File: src/rtl/shared_reg_arbiter_pkg.sv
// shared_reg_arb_pkg: shared types, constants and the round-robin wrap helper.
//   arb_state_e : IDLE / HOLD arbiter states
//   STATS_W     : width of the optional write counter (SHARED_REG_ARB_STATS_EN)
//   rr_wrap     : folds an index in [0, 2*n) back into [0, n)
package shared_reg_arb_pkg;
    typedef enum logic {IDLE, HOLD} arb_state_e;
    localparam int STATS_W = 16;
    function automatic int rr_wrap(input int i, input int n);
        return (i >= n) ? i - n : i;
    endfunction
endpackage

File: src/rtl/shared_reg_arbiter_if.sv
// shared_reg_arbiter_if: valid/ready write-request bus from NUM_REQ producers.
//   req_valid [NUM_REQ]       : per-requester write request
//   req_data  [NUM_REQ*WIDTH] : requester i at bits [i*WIDTH +: WIDTH]
//   req_ready [NUM_REQ]       : one-hot accept from the arbiter
//   master = producers, slave = arbiter
interface shared_reg_arbiter_if #(
    parameter int NUM_REQ = 4,
    parameter int WIDTH   = 8
);
    logic [NUM_REQ-1:0]       req_valid;
    logic [NUM_REQ*WIDTH-1:0] req_data;
    logic [NUM_REQ-1:0]       req_ready;
    modport master (output req_valid, output req_data, input req_ready);
    modport slave  (input req_valid, input req_data, output req_ready);
endinterface

File: src/rtl/shared_reg_arbiter_rr_picker.sv
// rr_picker: combinational round-robin search starting at ptr.
//   req_valid    : in,  request vector
//   ptr          : in,  highest-priority index
//   grant_onehot : out, one-hot winner (zero when nothing valid)
//   grant_idx    : out, winner index
//   any_valid    : out, at least one request present
module rr_picker
    import shared_reg_arb_pkg::*;
#(
    parameter int NUM_REQ = 4,
    parameter int IDX_W   = $clog2(NUM_REQ)
) (
    input  logic [NUM_REQ-1:0] req_valid,
    input  logic [IDX_W-1:0]   ptr,
    output logic [NUM_REQ-1:0] grant_onehot,
    output logic [IDX_W-1:0]   grant_idx,
    output logic               any_valid
);
    int idx;
    always_comb begin
        idx          = 0;
        grant_onehot = '0;
        grant_idx    = '0;
        any_valid    = 1'b0;
        // Scan from the farthest offset back to ptr so the nearest valid one wins.
        for (int k = NUM_REQ - 1; k >= 0; k--) begin
            idx = rr_wrap(int'(ptr) + k, NUM_REQ);
            if (req_valid[idx]) begin
                grant_idx = idx[IDX_W-1:0];
                any_valid = 1'b1;
            end
        end
        grant_onehot[grant_idx] = any_valid;
    end
endmodule

File: src/rtl/shared_reg_arbiter.sv
// shared_reg_arbiter: round-robin write arbiter for one shared register.
//   clk, rst_n  : clock, synchronous active-low reset
//   bus         : request bus (slave side of shared_reg_arbiter_if)
//   q           : shared register contents
//   last_owner  : index of the last committed requester
//   busy        : high while locked after a commit
//   write_count : saturating commit counter, only with SHARED_REG_ARB_STATS_EN
module shared_reg_arbiter
    import shared_reg_arb_pkg::*;
#(
    parameter int NUM_REQ     = 4,
    parameter int WIDTH       = 8,
    parameter int HOLD_CYCLES = 0
) (
    input  logic                       clk,
    input  logic                       rst_n,
    shared_reg_arbiter_if.slave        bus,
    output logic [WIDTH-1:0]           q,
    output logic [$clog2(NUM_REQ)-1:0] last_owner,
`ifdef SHARED_REG_ARB_STATS_EN
    output logic [STATS_W-1:0]         write_count,
`endif
    output logic                       busy
);
    localparam int IDX_W = $clog2(NUM_REQ);
    arb_state_e       state_q, state_d;
    logic [7:0]       cnt_q, cnt_d;
    logic [WIDTH-1:0] data_q, data_d;
    logic [IDX_W-1:0] owner_q, owner_d, ptr_q, ptr_d, grant_idx;
    logic [NUM_REQ-1:0] grant_onehot;
    logic any_valid, fire;
    rr_picker #(.NUM_REQ(NUM_REQ), .IDX_W(IDX_W)) u_picker (
        .req_valid    (bus.req_valid),
        .ptr          (ptr_q),
        .grant_onehot (grant_onehot),
        .grant_idx    (grant_idx),
        .any_valid    (any_valid)
    );
    // The grant only ever targets a valid requester, so any grant is a handshake.
    assign fire          = rst_n && state_q == IDLE && any_valid;
    assign bus.req_ready = (rst_n && state_q == IDLE) ? grant_onehot : '0;
    assign q             = data_q;
    assign last_owner    = owner_q;
    assign busy          = state_q == HOLD;
    always_comb begin
        state_d = state_q;
        cnt_d   = cnt_q;
        data_d  = data_q;
        owner_d = owner_q;
        ptr_d   = ptr_q;
        if (fire) begin
            data_d  = bus.req_data[int'(grant_idx)*WIDTH +: WIDTH];
            owner_d = grant_idx;
            ptr_d   = IDX_W'(rr_wrap(int'(grant_idx) + 1, NUM_REQ));
            if (HOLD_CYCLES > 0) begin
                state_d = HOLD;
                cnt_d   = 8'(HOLD_CYCLES);
            end
        end else if (state_q == HOLD) begin
            cnt_d   = cnt_q - 8'd1;
            state_d = (cnt_q == 8'd1) ? IDLE : HOLD;
        end
    end
    always_ff @(posedge clk) begin
        if (!rst_n) begin
            state_q <= IDLE;
            cnt_q   <= '0;
            data_q  <= '0;
            owner_q <= '0;
            ptr_q   <= '0;
        end else begin
            state_q <= state_d;
            cnt_q   <= cnt_d;
            data_q  <= data_d;
            owner_q <= owner_d;
            ptr_q   <= ptr_d;
        end
    end
`ifdef SHARED_REG_ARB_STATS_EN
    logic [STATS_W-1:0] wc_q, wc_d;
    assign wc_d        = (fire && wc_q != '1) ? wc_q + 1'b1 : wc_q;
    assign write_count = wc_q;
    always_ff @(posedge clk) begin
        if (!rst_n) wc_q <= '0;
        else        wc_q <= wc_d;
    end
`endif
endmodule

File: src/flat_wrapper.sv
// flat-port wrapper written by rule: the top's interface ports become plain ports
module shared_reg_arbiter_flat import shared_reg_arb_pkg::*;
#(
    parameter int NUM_REQ     = 4,
    parameter int WIDTH       = 8,
    parameter int HOLD_CYCLES = 0
)
  (clk, rst_n, q, last_owner, busy, bus_req_valid, bus_req_data, bus_req_ready);
  shared_reg_arbiter_if #(.NUM_REQ(NUM_REQ), .WIDTH(WIDTH)) bus_i ();
  input  logic clk;
  input  logic rst_n;
  output logic [WIDTH-1:0] q;
  output logic [$clog2(NUM_REQ)-1:0] last_owner;
  output logic busy;
  input wire logic [$bits(bus_i.req_valid)-1:0] bus_req_valid;
  input wire logic [$bits(bus_i.req_data)-1:0] bus_req_data;
  output wire logic [$bits(bus_i.req_ready)-1:0] bus_req_ready;
  assign bus_i.req_valid = bus_req_valid;
  assign bus_i.req_data = bus_req_data;
  assign bus_req_ready = bus_i.req_ready;
  shared_reg_arbiter #(.NUM_REQ(NUM_REQ), .WIDTH(WIDTH), .HOLD_CYCLES(HOLD_CYCLES)) u_core (.clk(clk), .rst_n(rst_n), .bus(bus_i), .q(q), .last_owner(last_owner), .busy(busy));
endmodule
File: config.mk
export PLATFORM = sky130hd
export DESIGN_NAME = shared_reg_arbiter_flat
export DESIGN_NICKNAME = d
export VERILOG_FILES = /design/src/rtl/shared_reg_arbiter_pkg.sv /design/src/rtl/shared_reg_arbiter_if.sv /design/src/rtl/shared_reg_arbiter_rr_picker.sv /design/src/rtl/shared_reg_arbiter.sv /design/src/flat_wrapper.sv
export SDC_FILE = /design/constraint.sdc
export NUM_CORES = 1
export LEC_CHECK = 0
export ABC_AREA = 1
export BUFFER_PORTS_ARGS = -buffer_cell sky130_fd_sc_hd__buf_2
export CORE_MARGIN = 2
export CORE_UTILIZATION = 25
export CTS_BUF_LIST = sky130_fd_sc_hd__clkbuf_4
export CTS_CLUSTER_SIZE = 40
export DETAILED_ROUTE_END_ITERATION = 8
export PLACE_DENSITY_LB_ADDON = 0.1
export SLEW_MARGIN = 20
export SYNTH_ARGS = -nofsm -noshare
export SYNTH_HDL_FRONTEND = slang
export SYNTH_SLANG_ARGS = --single-unit
File: constraint.sdc
create_clock -name clk -period 2.58 [get_ports clk]
set_clock_uncertainty 0.2 [all_clocks]
set_input_delay 0.387 -clock clk [delete_from_list [all_inputs] [get_ports clk]]
set_output_delay 0.387 -clock clk [all_outputs]
set_load 0.05 [all_outputs]
==> flow_metrics.py <==
metrics = {
    "global_routing": {
        "number_of_global_route_vias_before_repair": 1513,
        "grt_start_max_net_pins": 15,
        "grt-ovfl-total": 0,
        "grt_first_pass_wirelength_um": 6590,
        "antenna_found_initial": 0,
        "grt_util_all_layers": 0.135,
    },
    "floorplanning": {
        "die_height_um": 78.2,
        "floorplan.die.width_um": 78.2,
        "i_o_pin_count": 53,
        "rows": 27,
        "start_util": 0.255,
        "die_area_mm2": 0.00612,
        "core_mm2": 0.00541,
    },
    "timing": {
        "finalHoldViolations": 0,
        "setup_tns_ns": 0,
        "max-slew-margin-rel": 0.812,
        "worst-slew-pin-transition_ns": 0.281,
        "setup-violations-final": 0,
        "final_critical_path_setup_slack_ns": 0.144,
        "post-route-period-util": 0.944,
        "report.final.slew_viol_count": 0,
        "fmaxAchievable_ghz": 0.411,
        "period_minus_slack_ns": 2.44,
    },
    "final_layout": {
        "storage_cell_area_um2": 428,
        "num_antenna_cells": 0,
        "flow.area_growth_from_synthesis_pct": 38.5,
        "multiInputGateArea_um2": 880,
        "number_of_nets_in_the_final_layout": 329,
        "finished_cell_area_mm2": 0.00191,
        "final_layout_size_suffix_gt1_frac": 0.368,
        "final.fill_count": 631,
    },
    "detailed_routing": {
        "route.detailed.vias_per_inst": 4.34,
        "drt_first_pass_iters": 4,
        "route.detailed.wl_per_inst_um": 10.9,
        "detailedRoute.firstIterationViolations": 46,
        "ant_nets": 0,
        "drcViolationCount": 0,
        "routed-via-count": 1564,
        "totalWireLength_um": 3910,
    },
    "setup_path": {
        "worst-r2r-cell-count": 13,
        "arrival_ns": 1.85,
        "worst-path-buf-inv": 3,
        "crit_top_cell": "sky130_fd_sc_hd__nor2_2",
        "path_delay_family": "simple AND/OR/NAND/NOR gates",
        "criticalPathCategory": "reg2out",
        "delay_of_the_slowest_cell_on_the_worst_path_ns": 0.44,
        "critPathMaxFanout": 9,
        "cp_data_required_time_ns": 1.99,
        "critical_path_cell_count": 13,
        "cp_slowest_cell": "sky130_fd_sc_hd__dfxtp_4",
        "critPathCaptureType": "output pin",
        "setup.worst_path.start_class": "flop",
        "path_cells": "inv_8 -> nand2_1 -> nand2_1 -> nand2_2 -> nand2_2 -> nor2_2 -> nor2_2 -> nand2_4 -> nand2_8 -> nor2_4 -> inv_2 -> nor2_2 -> buf_6",
    },
    "cts": {
        "cts_buffers": 3,
        "clock_insertion_delay_worst_skew_ns": 0.31,
        "htree_levels": 1,
        "clockBufferDepth": 2,
        "post_cts_hold_buffer_count": 0,
        "root_buffer": "sky130_fd_sc_hd__clkbuf_4",
        "tritoncts_clock_tree": "done",
        "path_clk_slew_ns": 0.13,
        "clock-sinks": 21,
    },
    "hold_path": {
        "whs_path_depth": 5,
        "min-delay-path-class": "in2reg",
    },
    "placement": {
        "detailed_place.area_mm2": 0.00176,
        "place_worst_setup_slack_ns": 0.0876,
        "numPortBuffers": 52,
        "gp_congestion": 0.732,
        "hpwl_reported_at_the_end_of_detailed_placement_um": 3040,
    },
    "status": {
        "outcome": "completed",
    },
    "logic_synthesis": {
        "syn-cell-area_mm2": 0.00138,
        "synth_cell_types": 27,
        "postSynthAreaPerCell_um2": 6.12,
        "ff_latch_count_synth": 21,
        "yosysSeqAreaShare": 0.305,
        "syn-instance-count": 225,
        "yosys_warnings": 0,
        "synth.net_count": 265,
    },
    "flow_run": {
        "max-cap-violations": 0,
    },
    "pwr": {
        "cellLeakagePower_nw": 0.991,
        "cellPowerDensity_mw_per_mm2": 1160,
        "total_power_mw": 2.22,
        "ir_drop_v": 0.000529,
    },
}
[cell usage after synthesis]
| cell type | number | area, um^2 |
|---|---|---|
| sky130_fd_sc_hd__nor2_2 | 2 | 12.5 |
| sky130_fd_sc_hd__buf_4 | 1 | 7.51 |
| sky130_fd_sc_hd__clkinv_1 | 1 | 3.75 |
| sky130_fd_sc_hd__inv_2 | 4 | 15.0 |
| sky130_fd_sc_hd__nand2_8 | 1 | 20.0 |
| sky130_fd_sc_hd__or2_2 | 1 | 6.26 |
| sky130_fd_sc_hd__nand2_4 | 1 | 11.3 |
| sky130_fd_sc_hd__buf_8 | 1 | 15.0 |
| sky130_fd_sc_hd__ha_1 | 2 | 25.0 |
| sky130_fd_sc_hd__a211oi_1 | 1 | 7.51 |
| sky130_fd_sc_hd__nor4_1 | 1 | 6.26 |
| sky130_fd_sc_hd__buf_2 | 2 | 10.0 |
| sky130_fd_sc_hd__o21ai_2 | 1 | 8.76 |
| sky130_fd_sc_hd__nor2_1 | 28 | 105 |
| sky130_fd_sc_hd__inv_1 | 21 | 78.8 |
| sky130_fd_sc_hd__nand2_1 | 64 | 240 |
| sky130_fd_sc_hd__xnor2_1 | 1 | 8.76 |
| sky130_fd_sc_hd__nor3b_1 | 1 | 7.51 |
| sky130_fd_sc_hd__nand2_2 | 8 | 50.1 |
| sky130_fd_sc_hd__clkbuf_1 | 1 | 3.75 |
| sky130_fd_sc_hd__dfxtp_1 | 21 | 420 |
| sky130_fd_sc_hd__nor3_1 | 3 | 15.0 |
| sky130_fd_sc_hd__o21ai_0 | 1 | 5.00 |
| sky130_fd_sc_hd__nand3_1 | 50 | 250 |
| sky130_fd_sc_hd__a21oi_1 | 5 | 25.0 |
| sky130_fd_sc_hd__nand3_2 | 1 | 10.0 |
| sky130_fd_sc_hd__xor2_1 | 1 | 8.76 |
[tightest hold or removal path, cell delays in order]
cell                      delay (ns)
sky130_fd_sc_hd__buf_2          0.08
sky130_fd_sc_hd__nand2_1        0.04
sky130_fd_sc_hd__nand2_1        0.05
sky130_fd_sc_hd__nor2_1         0.04
sky130_fd_sc_hd__nor2_1         0.07
[worst paths after layout]
kind	from	endpoint	slack (ns)
max	u_core.ptr_q[0]	bus_req_ready[3]	0.14
min	bus_req_data[10]	u_core.q[2]	0.18
max reg2reg	u_core.ptr_q[0]	u_core.q[2]	0.65
min reg2reg	u_core.q[7]	u_core.q[7]	0.27
[cell families (layout without fill, tap and decap cells)]
logic type / count (synthesis) / after routing / share of synthesized area
AO/OA/AOI/OAI: 8 / 8 / 0.0336
XOR/XNOR: 2 / 2 / 0.0127
adder cells (fa/ha/maj): 2 / 2 / 0.0182
buffers and inverters: 31 / 94 / 0.0972
flip-flops: 21 / 21 / 0.305
AND/OR/NAND/NOR: 161 / 161 / 0.533
[placed cells by master (no fill, tap or decap), drive strengths merged]
cell | synthesis | final
a211oi | 1 | 1
a21oi | 5 | 5
buf | 4 | 64
clkbuf | 1 | 4
clkinv | 1 | 1
dfxtp | 21 | 21
ha | 2 | 2
inv | 25 | 25
nand2 | 74 | 74
nand3 | 51 | 51
nor2 | 30 | 30
nor3 | 3 | 3
nor3b | 1 | 1
nor4 | 1 | 1
o21ai | 2 | 2
or2 | 1 | 1
xnor2 | 1 | 1
xor2 | 1 | 1
[area by class of cell]
| cell class | instances | share of cell area |
|---|---|---|
| Sequential cell | 21 | 0.224 |
| Tap cell | 72 | 0.0472 |
| Multi-Input combinational cell | 173 | 0.461 |
| Timing Repair Buffer | 64 | 0.197 |
| Clock buffer | 4 | 0.0157 |
| Inverter | 26 | 0.0551 |
[state kept, by name, indices dropped and copies added, names as in the netlist]
register           flops
u_core.q               8
u_core.busy            1
u_core.last_owner      2
u_core.ptr_q           2
u_core.cnt_q           8
[metal layers]
layer / vias to the layer above / track usage / share of wire
li1: 848 / - / -
met1: 677 / 0.176 / 0.49
met2: 37 / 0.224 / 0.45
met3: 2 / 0.0402 / 0.063
met4: 0 / 0.0211 / 0.0046
met5: - / 0 / 0
[per-stage QoR]
| step | utilization | hold WS [ns] | instances |
|---|---|---|---|
| 2_1_floorplan | - | 0.252 | 225 |
| 3_3_place_gp | 0.325 | 0.256 | 352 |
| 3_5_place_dp | 0.325 | 0.259 | 352 |
| 4_1_cts | 0.337 | 0.166 | 357 |
| 5_1_grt | 0.353 | 0.217 | 360 |
| 6_report | 0.353 | 0.176 | 360 |
[power breakdown]
part / switching (mW) / internal (mW) / leakage, nW / total (mW)
Clock: 0.104 / 0.0709 / 0.0184 / 0.175
Sequential: 0.0597 / 0.414 / 0.174 / 0.474
Combinational: 1.06 / 0.505 / 0.799 / 1.57
Total: 1.23 / 0.990 / 0.991 / 2.22
[what timing repair did]
action,CTS,global route
setup buffers,1,3
pin swaps,2,8
gates resized for setup,11,23
setup endpoints to repair,4,4
Note: power is estimated with default switching activity, not from simulation.
